===== src/rtl/ifetch_byte_sequencer.sv =====
// Purpose: byte-serial instruction fetch; packs four ROM bytes into a big-endian word for decode.
// Latency: first word valid on the 4th edge after reset release; one word per 5 cycles with decode always ready.
// Backpressure: a completed word is held (no ROM reads) until instr_ready; a branch redirect flushes at any time.
module ifetch_byte_sequencer #(
    parameter int                    ADDR_WIDTH = 8,
    parameter logic [ADDR_WIDTH-1:0] RESET_PC   = '0
) (
    input  logic                  clk,
    input  logic                  reset,
    output logic [ADDR_WIDTH-1:0] rom_addr,
    input  logic [7:0]            rom_data,
    input  logic                  branch_taken,
    input  logic [ADDR_WIDTH-1:0] branch_target,
    input  logic                  instr_ready,
    output logic                  instr_valid,
    output logic [31:0]           instruction,
    output logic [ADDR_WIDTH-1:0] pc,
    output logic                  misalign
);

    typedef enum logic [0:0] {
        S_FETCH = 1'b0,
        S_HOLD  = 1'b1
    } state_t;

    state_t                state_q;
    logic [ADDR_WIDTH-1:0] fetch_pc_q;
    logic [1:0]            byte_cnt_q;
    logic [23:0]           asm_q;
    logic                  instr_valid_q;
    logic [31:0]           instruction_q;
    logic [ADDR_WIDTH-1:0] pc_q;
    logic                  misalign_q;

    logic [ADDR_WIDTH-1:0] redirect_pc_d;
    logic [ADDR_WIDTH-1:0] next_word_pc_d;
    logic                  misalign_d;

    // Redirect target is forced onto a word boundary; the dropped low bits are reported as misalign.
    always_comb begin
        redirect_pc_d  = {branch_target[ADDR_WIDTH-1:2], 2'b00};
        misalign_d     = (branch_target[1:0] != 2'b00);
        next_word_pc_d = fetch_pc_q + ADDR_WIDTH'(4);
    end

    // ROM address walks the four bytes of the current word; parked on fetch_pc while holding.
    always_comb begin
        if (state_q == S_HOLD) begin
            rom_addr = fetch_pc_q;
        end else begin
            rom_addr = fetch_pc_q + ADDR_WIDTH'(byte_cnt_q);
        end
    end

    // Fetch/hold FSM with assembly and registered outputs; reset, then redirect, take priority.
    always_ff @(posedge clk) begin
        if (reset) begin
            state_q       <= S_FETCH;
            fetch_pc_q    <= RESET_PC;
            byte_cnt_q    <= 2'd0;
            asm_q         <= 24'd0;
            instr_valid_q <= 1'b0;
            instruction_q <= 32'd0;
            pc_q          <= '0;
            misalign_q    <= 1'b0;
        end else begin
            misalign_q <= 1'b0;
            if (branch_taken) begin
                // Any partial or held word is abandoned; a held word that decode
                // accepts on this same edge was already consumed.
                state_q       <= S_FETCH;
                fetch_pc_q    <= redirect_pc_d;
                byte_cnt_q    <= 2'd0;
                instr_valid_q <= 1'b0;
                misalign_q    <= misalign_d;
            end else begin
                case (state_q)
                    S_FETCH: begin
                        case (byte_cnt_q)
                            2'd0: asm_q[23:16] <= rom_data;
                            2'd1: asm_q[15:8]  <= rom_data;
                            2'd2: asm_q[7:0]   <= rom_data;
                            default: begin
                                instruction_q <= {asm_q, rom_data};
                                pc_q          <= fetch_pc_q;
                                instr_valid_q <= 1'b1;
                                fetch_pc_q    <= next_word_pc_d;
                                state_q       <= S_HOLD;
                            end
                        endcase
                        byte_cnt_q <= byte_cnt_q + 2'd1;
                    end
                    default: begin
                        if (instr_ready) begin
                            instr_valid_q <= 1'b0;
                            state_q       <= S_FETCH;
                        end
                    end
                endcase
            end
        end
    end

    assign instr_valid = instr_valid_q;
    assign instruction = instruction_q;
    assign pc          = pc_q;
    assign misalign    = misalign_q;

endmodule


===== config.mk =====
export PLATFORM = sky130hd
export DESIGN_NAME = ifetch_byte_sequencer
export DESIGN_NICKNAME = d
export VERILOG_FILES = /design/src/rtl/ifetch_byte_sequencer.sv
export SDC_FILE = /design/constraint.sdc
export NUM_CORES = 1
export LEC_CHECK = 0
export CORE_AREA = 3 3 117 63
export CTS_CLUSTER_DIAMETER = 150
export DETAILED_ROUTE_END_ITERATION = 8
export DIE_AREA = 0 0 120 66
export PLACE_DENSITY = 0.78
export SYNTH_ARGS = -nofsm -noshare
export SYNTH_HDL_FRONTEND = slang
export SYNTH_SLANG_ARGS = --single-unit

===== constraint.sdc =====
create_clock -name clk -period 1.5 [get_ports clk]
set_input_delay 0.3 -clock clk [delete_from_list [all_inputs] [get_ports clk]]
set_output_delay 0.3 -clock clk [all_outputs]
set_load 0.05 [all_outputs]

==> results_dict.tcl, run 1 <==
set metrics [dict create \
    coreArea_sq_mm 0.006490 \
    finish.net_count 411 \
    reg_power_share_pct 42.9 \
    share_of_async_settable_or_async_resettable_flops_after_synthesis_pct 0 \
    post-route-drc-count 0 \
    first_global_vias 2415 \
    min_period_over_period_pct 97.53 \
    power_density_mw_per_mm2 1053 \
    drive_gt1_share_pct 24.94 \
    finalHoldWorstSlack_ns 0.3728 \
    clk_path_buf_depth 2 \
    die_h_um 66 \
    internal_power_mw 3.697 \
    finalCoreUtilization_pct 69.04 \
    antenna_left 0 \
    hpwlAfterDp_um 5078 \
    hold_class "primary input to flip-flop" \
    worst_setup_path_start_kind "flip-flop" \
    p_leak_nw 1.661 \
    synth_ff_type "dfxtp_1" \
    hold_violations 0 \
    total_clock_buffers_created_by_cts 9 \
    grt-ovfl-total 0 \
    cts_root_buf "clkbuf_16" \
    report.final.slew_viol_count 0 \
    via_count_normalized_by_instance_count 5.031 \
    cts_num_sinks 73 \
    share_comb_of_total_power_pct 8.6 \
    placement_rows 21 \
    initial_utilization_pct 42.88 \
    drv.max_cap_violation_count 0 \
    grtUsageTotal_pct 19.45 \
    critical-path-slowest-cell "or3b_4" \
    area_growth_synth_to_finish_pct 61.02 \
    design.die.area_sq_mm 0.007920 \
    wire_per_inst_um 15.19 \
    finish.instance_area_sq_mm 0.004481 \
    ys_seq_area_share_pct 52.52 \
    cp_cell_sequence "ha_4, or3b_4, buf_12, nand2_1, a21oi_1" \
    count_of_antenna_diodes_in_the_layout 0 \
    synthesized_instance_count 315 \
    detail_route.iter0.violations 196 \
    power.switching_fraction_pct 21.62 \
    place.gp.congestion 0.8210 \
    number_of_different_library_cells_in_the_post_synthesis_netlist 36 \
    die_x_um 120 \
    grt_start_max_net_pins 39 \
    ys.warnings.count 0 \
    grt_antenna_before_repair 0 \
    time_the_worst_path_needs_with_i_o_delays_and_setup_ns 1.463 \
    clockPowerShare_pct 48.5 \
    element_type_at_the_critical_path_end "flip-flop" \
    path_class "flip-flop to flip-flop" \
    ys_ff_latch 73 \
    arrival_ns 1.68 \
    dpl.cell_count 466 \
    power_switching_mw 1.020 \
    report.final.setup_viol 0 \
    result_of_the_run "completed" \
    crit_path_required_time_ns 1.71 \
    synthesis.area_sq_mm 0.002783 \
    grt_first_pass_wirelength_um 11940 \
    via_count 2420 \
    max_freq_ghz 0.6836 \
    cts_hold_repair.buffers 0 \
    setup-tns-final_ns 0 \
    syn-mean-instance-area_sq_um 8.834 \
    synth-edff-count 0 \
    clk_transition_reported_paths_ns 0.06 \
    htree_levels 3 \
    maximum_fanout_encountered_on_the_critical_timing_path 38 \
    cpPeakStageDelay_ns 0.40 \
    drt-pass1-iter-count 4 \
    num_io_pins 70 \
    placement.io_buffers 67 \
    wirelength_um 7308 \
    post_layout_nonfiller_instances 481 \
    cts_tree "done" \
    worst_setup_skew_after_layout_ns 0.006295 \
    peakVddDrop_mv 0.4777 \
    place_area_sq_mm 0.004088 \
    clk_latency_ns 0.33 \
]
[Yosys cell counts (2+ instances only)]
library cell / number / area share, %
nor3_1: 3 / 0.54
nand2_1: 76 / 10
buf_6: 2 / 0.81
buf_2: 6 / 1.1
clkbuf_1: 9 / 1.2
dfxtp_1: 73 / 53
a311oi_1: 2 / 0.63
inv_1: 7 / 0.94
buf_4: 6 / 1.6
mux2i_1: 26 / 9.4
o21ai_0: 2 / 0.36
ha_1: 5 / 2.2
nor2_1: 34 / 4.6
a211oi_1: 3 / 0.81
nor3b_1: 3 / 0.81
a21oi_1: 38 / 6.8
[power by group through the flow]
stage	clock [mW]	combinational [mW]	sequential [mW]
floorplan	0	0.156	2.10
global placement	0	0.383	2.06
detailed placement	0	0.391	2.06
CTS	2.31	0.399	2.02
global route	2.40	0.428	2.03
finish	2.29	0.404	2.02
[logic make-up (layout without fill, tap and decap cells)]
group / count (synthesis) / in the layout / share of synthesized area (%)
mux: 26 / 26 / 9.353
simple gates: 127 / 127 / 19.11
fa+ha+maj: 5 / 5 / 2.248
buf+inv: 31 / 104 / 5.800
other cells: 1 / 2 / 0.1348
flops: 73 / 73 / 52.52
compound gates: 50 / 50 / 10.21
xor+xnor: 2 / 2 / 0.6296
[critical path: cells and delay by family, from the launching register on]
family | cells | cell delay [ns]
AND/OR/NAND/NOR | 2 | 0.51
buffers and inverters | 1 | 0.18
AO/OA/AOI/OAI | 1 | 0.08
flip-flops | 1 | 0.37
adder cells (fa/ha/maj) | 1 | 0.18
[sequential cells by signal (all words and copies together) (netlist names)]
register and flops:
asm_q 24, byte_cnt_q 2, fetch_pc_q 6, instr_valid 1, instruction 32, misalign 1
pc 6, state_q 1
[placed cells by master (no fill, tap or decap), types with 2 or more instances in the layout]
master / n
nand2_1: 76
dfxtp_1: 67
buf_12: 52
a21oi_1: 38
nor2_1: 32
mux2i_1: 26
clkdlybuf4s50_1: 17
buf_4: 10
clkbuf_16: 9
inv_1: 5
ha_1: 4
dfxtp_2: 4
nor3b_2: 3
a211oi_1: 3
nor3_1: 3
inv_2: 2
nor2_4: 2
o21ai_0: 2
conb_1: 2
dfxtp_4: 2
clkbuf_8: 2
bufinv_16: 2
buf_6: 2
[per-layer routing]
metal	global-route usage, %	up-vias	routed length (um)
met3	6.325	9	515
met2	30.40	75	3324
met4	5.991	0	89
met1	25.74	1158	3378
li1	-	1178	-
met5	0	-	0
[cell type report]
type                            instances  area [sq um]
Fill cell                             453          2009
Inverter                                7         26.28
Clock buffer                           11         252.7
Sequential cell                        73          1474
Timing Repair Buffer                   83          1326
Multi-Input combinational cell        212          1221
Clock inverter                          3         65.06
Tap cell                               92         115.1
[final timing paths]
path                      start              end  slack (ns)  cells after the start
setup / recovery  byte_cnt_q[1]  instruction[29]        0.04                      5
hold / removal            reset            pc[2]        0.37                      2
setup reg to reg  byte_cnt_q[1]  instruction[29]        0.04                      5
hold reg to reg        asm_q[0]   instruction[8]        0.46                      2
[stage by stage]
| stage | total power [mW] | setup WS [ns] |
|---|---|---|
| final | 4.717 | 0.03710 |
| after floorplan | 2.256 | -0.03027 |
| after detailed placement | 2.455 | -0.2211 |
| after global routing | 4.858 | -0.00002520 |
| after CTS | 4.734 | -0.003131 |
| after global placement | 2.445 | -0.1781 |
[timing repair]
| action | 4_1_cts | 5_1_grt |
|---|---|---|
| buffers inserted | 0 | 1 |
| resized for setup | 8 | 12 |
| pin swaps | 0 | 3 |
| cloned | 0 | 0 |
| setup endpoints to repair | 42 | 49 |
(Power assumes the default switching activity.)
==> run 2, diff against run 1 <==
--- a/config.mk
+++ b/config.mk
@@ -10,6 +10,7 @@
 export DETAILED_ROUTE_END_ITERATION = 8
 export DIE_AREA = 0 0 120 66
 export PLACE_DENSITY = 0.78
+export SKIP_CTS_REPAIR_TIMING = 1
 export SYNTH_ARGS = -nofsm -noshare
 export SYNTH_HDL_FRONTEND = slang
 export SYNTH_SLANG_ARGS = --single-unit
==> run 2 against run 1 <==
The run now ends with setup timing left. Clock power is essentially flat. Sequential share of layout area about the same. Wire length fell by 0.63%. Critical path depth fell by 2. Largest power group unchanged.
==> results_dict.tcl, run 2 (same netlist as run 1, synthesis figures left out) <==
set metrics [dict create \
    result_of_the_run "finished with violations" \
    violations "setup timing" \
    power_switching_mw 1.012 \
    unrepaired_setup_endpoints_after_global_routing "true" \
    drive_gt1_share_pct 24.16 \
    cts_tree "done" \
    timing.final.ws_setup_ns -0.004496 \
    mostFrequentLayoutCell "nand2_1" \
    report.final.slew_viol_count 0 \
    design.die.area_sq_mm 0.007920 \
    clk_path_buf_depth 2 \
    htree_levels 3 \
    report.final.setup_viol 1 \
    coreArea_sq_mm 0.006490 \
    area_growth_synth_to_finish_pct 60.75 \
    arrival_ns 1.20 \
    worst_hold_startpoint "reset" \
    r2r_cells 5 \
    die_h_um 66 \
    clk_latency_ns 0.33 \
    largest_register_ff_count 32 \
    max_freq_ghz 0.6647 \
    maximum_fanout_encountered_on_the_critical_timing_path 7 \
    via_count 2407 \
    path_class "flip-flop to primary output" \
    hold_violations 0 \
    design_power_total_mw 4.709 \
    crit_path_required_time_ns 1.20 \
    drt-pass1-iter-count 4 \
    grt_antenna_before_repair 0 \
    clockPowerShare_pct 48.5 \
    filler_cell_count 457 \
    post-route-drc-count 0 \
    clk_transition_reported_paths_ns 0.05 \
    hold_class "primary input to flip-flop" \
    total_clock_buffers_created_by_cts 9 \
    share_comb_of_total_power_pct 8.5 \
    hold_critical_path_endpoint "pc[2]" \
    worstHoldPathCells 2 \
    first_global_vias 2413 \
    p_leak_nw 1.659 \
    drv.max_cap_violation_count 0 \
    grt-ovfl-total 0 \
    die_x_um 120 \
    peakVddDrop_mv 0.4748 \
    cts_root_buf "clkbuf_16" \
    setup-tns-final_ns -0.004496 \
    regToRegEndpoint "instruction[29]" \
    mostFrequentLayoutCells "76 x nand2_1, 67 x dfxtp_1, 52 x buf_12" \
    count_of_antenna_diodes_in_the_layout 0 \
    worst_setup_skew_after_layout_ns 0.005577 \
    finish.net_count 411 \
    antenna_left 0 \
    place.gp.congestion 0.8210 \
    initial_utilization_pct 42.88 \
    internal_power_mw 3.697 \
    power_density_mw_per_mm2 1053 \
    element_type_at_the_critical_path_end "primary output" \
    reg_power_share_pct 43.0 \
    detail_route.iter0.violations 176 \
    worstReg2RegStart "byte_cnt_q[0]" \
    worst-r2r-setup-slack_ns 0.02 \
    wire_per_inst_um 15.10 \
    grtUsageTotal_pct 19.17 \
    grt_first_pass_wirelength_um 11780 \
    placement_rows 21 \
    wirelength_um 7262 \
    cts_num_sinks 73 \
    hpwlAfterDp_um 5078 \
    worst_setup_path_start_kind "flip-flop" \
    placement.io_buffers 67 \
    grt_start_max_net_pins 39 \
    time_the_worst_path_needs_with_i_o_delays_and_setup_ns 1.504 \
    via_count_normalized_by_instance_count 5.004 \
    power.switching_fraction_pct 21.49 \
    num_io_pins 70 \
    min_period_over_period_pct 100.3 \
]
-- run 2: cell count changes in the layout (fill, tap and decap cells not counted) --
cell and change:
buf_4 -2, buf_6 +2, dfxtp_2 +1, dfxtp_4 -1
inv_1 +2, inv_2 -2, nor2_2 +2, nor2_4 -2
or3b_1 +1, or3b_4 -1
-- run 2: per-stage QoR --
step | setup WS [ns] | cell area, sq um | hold slack [ns] | std cells | utilization [%]
after floorplan | -0.03027 | 2793 | 0.4165 | 316 | -
after global placement | -0.1781 | 4088 | 0.4415 | 466 | 62.98
after detailed placement | -0.2211 | 4088 | 0.4434 | 466 | 62.98
after CTS | -0.1056 | 4405 | 0.3608 | 480 | 67.88
after global routing | -0.03826 | 4473 | 0.3954 | 481 | 68.92
final | -0.004496 | 4473 | 0.3788 | 481 | 68.92
-- run 2: metal layers --
| metal | global-route usage (%) | share of wire, % | vias to the layer above | wire length (um) |
|---|---|---|---|---|
| met1 | 25.11 | 45 | 1137 | 3293 |
| met2 | 30.19 | 45 | 75 | 3247 |
| li1 | - | - | 1186 | - |
| met3 | 6.325 | 8.7 | 9 | 632 |
| met5 | 0 | 0 | - | 0 |
| met4 | 5.991 | 1.2 | 0 | 89 |
-- run 2: worst max path at each step --
| stage | from | depth (start not counted) | to | slack [ns] |
|---|---|---|---|---|
| final | state_q | 3 | rom_addr[0] | -0.004 |
| after global placement | branch_taken | 5 | pc[4] | -0.18 |
| after global routing | state_q | 3 | rom_addr[0] | -0.04 |
| after floorplan | fetch_pc_q[5] | 3 | fetch_pc_q[7] | -0.03 |
| after detailed placement | branch_taken | 6 | instruction[7] | -0.22 |
| after CTS | byte_cnt_q[0] | 4 | fetch_pc_q[7] | -0.11 |
-- run 2: critical path, cell delays in order, from the launching register on --
cell     delay (ns)
dfxtp_2        0.35
buf_4          0.18
nor2_2         0.18
buf_12         0.16
-- run 2: power groups by stage --
stage          logic, mW  clock network (mW)  registers [mW]
6_report           0.402                2.28            2.02
5_1_grt            0.425                2.40            2.03
4_1_cts            0.395                2.31            2.02
3_5_place_dp       0.391                   0            2.06
3_3_place_gp       0.383                   0            2.06
2_1_floorplan      0.156                   0            2.10
-- run 2: layout make-up --
class	count	area [sq um]	share of cell area, %
Clock buffer	11	252.7	5.650
Clock inverter	3	65.06	1.455
Inverter	7	26.28	0.5874
Multi-Input combinational cell	212	1209	27.02
Sequential cell	73	1471	32.90
Tap cell	92	115.1	2.573
Timing Repair Buffer	83	1334	29.82
==> run 3, diff against run 2 <==
--- a/config.mk
+++ b/config.mk
@@ -5,11 +5,11 @@
 export SDC_FILE = /design/constraint.sdc
 export NUM_CORES = 1
 export LEC_CHECK = 0
-export CORE_AREA = 3 3 117 63
+export CORE_AREA = 3 3 108 58
 export CTS_CLUSTER_DIAMETER = 150
 export DETAILED_ROUTE_END_ITERATION = 8
-export DIE_AREA = 0 0 120 66
-export PLACE_DENSITY = 0.78
+export DIE_AREA = 0 0 111 61
+export PLACE_DENSITY = 0.86
 export SKIP_CTS_REPAIR_TIMING = 1
 export SYNTH_ARGS = -nofsm -noshare
 export SYNTH_HDL_FRONTEND = slang
==> constraint.sdc (replaced) <==
create_clock -name clk -period 1.8 [get_ports clk]
set_input_delay 0.36 -clock clk [delete_from_list [all_inputs] [get_ports clk]]
set_output_delay 0.36 -clock clk [all_outputs]
set_load 0.05 [all_outputs]
==> run 3 against run 2 <==
Non-clock buffer count fell by 4. Clock skew is 0.0015 ns higher. Worst hold slack better by 0.075 ns. Total power fell by 34%. Sequential share of layout area up 7.8 points. Via count is 4.7% lower. Core utilization fell by 2.3 points. The run now ends clean. Sequential power is 17% lower. Register-to-register slack better by 0.17 ns. Die area decreased by 15%. Flip-flop and latch count did not move. Critical path depth up 2.
==> results_dict.tcl, run 3 (same netlist as run 1, synthesis figures left out) <==
set metrics [dict create \
    worstReg2RegStart "byte_cnt_q[1]" \
    grt_first_pass_wirelength_um 10520 \
    clk_path_buf_depth 2 \
    arrival_ns 1.83 \
    placement.setup.worst_slack_ns -0.09215 \
    report.final.slew_viol_count 0 \
    max_freq_ghz 0.6195 \
    largest_register_ff_count 32 \
    hold_violations 0 \
    design_power_total_mw 3.092 \
    peakVddDrop_mv 0.4540 \
    path_class "flip-flop to flip-flop" \
    drt-pass1-iter-count 4 \
    wirelength_um 6542 \
    placement.io_buffers 67 \
    hold_class "flip-flop to flip-flop" \
    cp_cell_sequence "ha_1, or3b_1, buf_4, nand2_1, a21oi_1" \
    htree_levels 3 \
    mostFrequentLayoutCell "nand2_1" \
    clk_transition_reported_paths_ns 0.07 \
    critical_path_buf_inv_count 1 \
    element_type_at_the_critical_path_end "flip-flop" \
    finish.net_count 407 \
    grt-ovfl-total 0 \
    finalCoreUtilization_pct 66.64 \
    filler_cell_count 431 \
    detail_route.iter0.violations 169 \
    placement_rows 19 \
    worst_setup_skew_after_layout_ns 0.007077 \
    grt_antenna_before_repair 0 \
    timing.critical_path.depth 5 \
    min_period_over_period_pct 89.68 \
    via_count 2293 \
    mostFrequentLayoutCells "76 x nand2_1, 72 x dfxtp_1, 57 x buf_4" \
    hpwlAfterDp_um 4537 \
    cpPeakStageDelay_ns 0.39 \
    total_clock_buffers_created_by_cts 9 \
    via_count_normalized_by_instance_count 4.985 \
    design.die.area_sq_mm 0.006771 \
    r2r_cells 5 \
    timing.critical_path.from "byte_cnt_q[1]" \
    clk_latency_ns 0.35 \
    drv.max_cap_violation_count 0 \
    count_of_antenna_diodes_in_the_layout 0 \
    place.gp.congestion 0.7918 \
    worstHoldPathCells 2 \
    antenna_left 0 \
    cts_num_sinks 73 \
    worst_setup_path_start_kind "flip-flop" \
    die_x_um 111 \
    maximum_fanout_encountered_on_the_critical_timing_path 22 \
    grtUsageTotal_pct 19.94 \
    crit_path_required_time_ns 2.01 \
    initial_utilization_pct 51.57 \
    first_global_vias 2188 \
    power_density_mw_per_mm2 860.0 \
    report.final.setup_viol 0 \
    area_growth_synth_to_finish_pct 29.23 \
    time_the_worst_path_needs_with_i_o_delays_and_setup_ns 1.614 \
    setup-tns-final_ns 0 \
    p_leak_nw 1.405 \
    crit_end "pc[2]" \
    worst-r2r-setup-slack_ns 0.19 \
    die_h_um 61 \
    wire_per_inst_um 14.22 \
    timing.final.ws_setup_ns 0.1858 \
    critical-path-slowest-cell "dfxtp_1" \
    unrepaired_setup_endpoints_after_global_routing "false" \
    coreArea_sq_mm 0.005396 \
    num_io_pins 70 \
    result_of_the_run "completed" \
    grt_start_max_net_pins 51 \
    cts_tree "done" \
    post-route-drc-count 0 \
    worst_path_dominant_cell_family "simple AND/OR/NAND/NOR gates" \
    regToRegEndpoint "pc[2]" \
    drive_gt1_share_pct 20.41 \
    cts_root_buf "clkbuf_8" \
]
[run 3: changes by cell type in the layout (fill, tap and decap cells not counted), sizes merged]
cell           previous run  this run
clkinv                    1         4
dlymetal6s2s              1         0
clkinvlp                  0         1
buf                      65        61
clkdlybuf4s50            17        18
bufinv                    2         0
[run 3: worst min path at each step]
stage / startpoint / to / slack (ns)
floorplan: asm_q[2] / instruction[10] / 0.43
global placement: instruction[20] / instruction[20] / 0.44
detailed placement: instruction[14] / instruction[14] / 0.45
CTS: reset / instruction[27] / 0.45
global route: asm_q[17] / instruction[25] / 0.47
finish: instruction[19] / instruction[19] / 0.45
[run 3: where the power goes]
part / total [mW] / switching [mW] / internal (mW)
clock: 1.13 / 0.597 / 0.533
sequential: 1.68 / 0.0295 / 1.65
combinational: 0.284 / 0.167 / 0.117
[run 3: area by class of cell]
| class | count | area, sq um | area share (%) |
|---|---|---|---|
| multi-input combinational | 212 | 1170 | 32.53 |
| clock buffer | 11 | 141.4 | 3.932 |
| clock inverter | 5 | 31.28 | 0.8699 |
| timing repair buffer | 79 | 673.1 | 18.72 |
| sequential | 73 | 1463 | 40.67 |
| tap | 73 | 91.34 | 2.540 |
| inverter | 7 | 26.28 | 0.7307 |
[run 3: metrics by stage]
stage | instance area [sq um] | hold WS [ns] | cells
after floorplan | 2786 | 0.4312 | 316
after global placement | 3422 | 0.4446 | 444
after detailed placement | 3422 | 0.4478 | 444
after CTS | 3595 | 0.4510 | 460
after global routing | 3596 | 0.4712 | 460
final | 3596 | 0.4536 | 460
[run 3: worst min-delay path: cells and delay by family, from the launching register on]
family          cells  cell delay (ns)
compound gates      1             0.05
simple gates        1             0.05
flops               1             0.31
[run 3: layer usage]
| layer | up-vias | global-route usage [%] | share of wire (%) |
|---|---|---|---|
| met4 | 0 | 5.263 | 0.75 |
| met3 | 5 | 7.271 | 4.3 |
| met5 | - | 0 | 0 |
| met1 | 1076 | 23.60 | 44 |
| met2 | 44 | 35.52 | 50 |
| li1 | 1168 | - | - |
==> RTL change: new RTL, config.mk and constraints of run 1 <==
Add an input register stage for `branch_target`, without a reset; this delays it by one clock. The other inputs are not delayed to match.
--- a/src/rtl/ifetch_byte_sequencer.sv
+++ b/src/rtl/ifetch_byte_sequencer.sv
@@ -23,6 +23,12 @@
         S_HOLD  = 1'b1
     } state_t;
 
+    logic [ADDR_WIDTH-1:0] branch_target_q;
+
+    always_ff @(posedge clk) begin
+        branch_target_q <= branch_target;
+    end
+
     state_t                state_q;
     logic [ADDR_WIDTH-1:0] fetch_pc_q;
     logic [1:0]            byte_cnt_q;
@@ -38,8 +44,8 @@
 
     // Redirect target is forced onto a word boundary; the dropped low bits are reported as misalign.
     always_comb begin
-        redirect_pc_d  = {branch_target[ADDR_WIDTH-1:2], 2'b00};
-        misalign_d     = (branch_target[1:0] != 2'b00);
+        redirect_pc_d  = {branch_target_q[ADDR_WIDTH-1:2], 2'b00};
+        misalign_d     = (branch_target_q[1:0] != 2'b00);
         next_word_pc_d = fetch_pc_q + ADDR_WIDTH'(4);
     end
 
Behaviour: not the same (Yosys sat finds a counterexample within 4 cycles, from zero or initial values and one cycle with reset high).
==> RTL change against run 1 <==
  * The run now ends with setup timing left
  * Area after synthesis increased by 4.6%
  * Global-route usage rose by 1.3 points
  * Sequential cell count is 8 higher
  * Design area up 2.8%
  * Core utilization up 1.9 points
  * Sequential share of layout area grew 2.6 points
  * Wire length increased by 12%
  * Synthesized cell count rose by 3.2%
  * Worst setup slack worse by 0.076 ns
  * Total power is 0.55% lower
  * Die area is the same
  * Count of clock-buffer cells in the layout increased by 1
==> RTL change: results (changes against run 1) <==
largest family of logic cells by synthesized area simple AND/OR/NAND/NOR gates; fin nets 423 (+2.9%); # placed instances 474 (+1.7%); DR WL/cell 16.6 um (+9.0%); GRT Util Overall 20.7% (+1.3 points); VDD IR max 0.490 mV (+2.7%); most frequent cells after synthesis dfxtp_1 (81), nand2_1 (77), a21oi_1 (38); wl on met1 3610 um (+6.9%); critical path capture point fetch_pc_q[5]; Final Util 70.9% (+1.9 points); first-pass GRT wire length 12600 um (+5.2%); Top Metal Used met4; Synth area leaders dfxtp_1 (56%), nand2_1 (9.9%), mux2i_1 (8.9%); Synth Area in Compound Gates 9.33% (-0.88 points); largest net degree at the start of global routing 37 (-5.1%); fin worst setup slack -0.0388 ns (-0.0759 ns); met2 wire len 3880 um (+17%); final setup fails 3 (+3); failing checks setup timing; crit path launch byte_cnt_q[0]; routability congestion estimate 0.860 (+4.7%); Root Driver clkbuf_16; Synth Area in Adders 2.15% (-0.10 points); Netlist cell types 31 (-14%); slowest CP cell or3b_4; clock power share 43.8% (-4.7 points); pre-CTS worst setup slack -0.282 ns (-0.0606 ns); met3 Use GR 7.52% (+1.2 points); fin cells 495 (+2.9%); routed wl met3 615 um (+19%); Critical R2R Launch byte_cnt_q[0]; Synth top area share 55.7% (+3.2 points); Fillers 458 (+1.1%); antenna violations before repair 0 (unchanged); via count 2531 (+4.6%); Leak 1.69 nW (+1.8%); Avg Cell Area, Syn 8.96 um^2 (+1.4%); register share of total power 47.9% (+5.0 points); Setup Skew 0.00556 ns (-0.000732 ns); share of cells above drive strength 1 23.8% (-1.1 points); Register-to-Register Path Depth 4 (-1); Critical Path Fanout Max 4 (-89%); Seq/Total Area, Yosys 55.7% (+3.2 points); Placed Area 4220 um^2 (+3.1%); GRT met1 Usage 27.3% (+1.5 points); met2 usage 33.0% (+2.6 points); post-synthesis xor/xnor area fraction 0.602% (-0.028 points); final hold slack 0.380 ns (+0.00725 ns); Post-Route Setup TNS -0.0577 ns (-0.0577 ns); multiplexer share of the synthesized area 8.94% (-0.41 points); Worst EP arrival 1.78 ns (+0.10 ns); initial DRC count 154 (-21%); Hold EP asm_q[12]; Max stage delay on crit path 0.40 ns (about the same); HPWL Detailed 5460 um (+7.4%); Psw 1.10 mW (+8.1%); status complete, but fails checks; sequential group power 2.25 mW (+11%)
RTL change: kinds of logic (layout without fill, tap and decap cells):
kind of cell,after synthesis,in the layout
AO/OA/AOI/OAI,49,49
adder cells (fa/ha/maj),5,5
other,1,2
AND/OR/NAND/NOR,132,132
multiplexers,26,26
buffers and inverters,29,106
flip-flops,81,81
XOR/XNOR,2,2
RTL change: timing repair:
item                       in CTS  in global routing
setup buffers                   0                  3
gates resized for setup         5                 14
setup endpoints to repair      12                 58
pin swaps                       0                  5
cloned                          0                  2
RTL change: final cells by class:
type                            count  share of cell area [%]
Sequential cell                    81                    35.5
Clock buffer                       12                    5.57
Inverter                            4                   0.326
Clock inverter                      4                   0.598
Tap cell                           92                    2.50
Multi-Input combinational cell    216                    26.5
Timing Repair Buffer               86                    29.0
RTL change: worst register-to-register path: stages (launching register included):
cell     delay, ns
dfxtp_4       0.37
ha_4          0.14
or3b_4        0.40
or3_1         0.33
a31oi_1       0.20
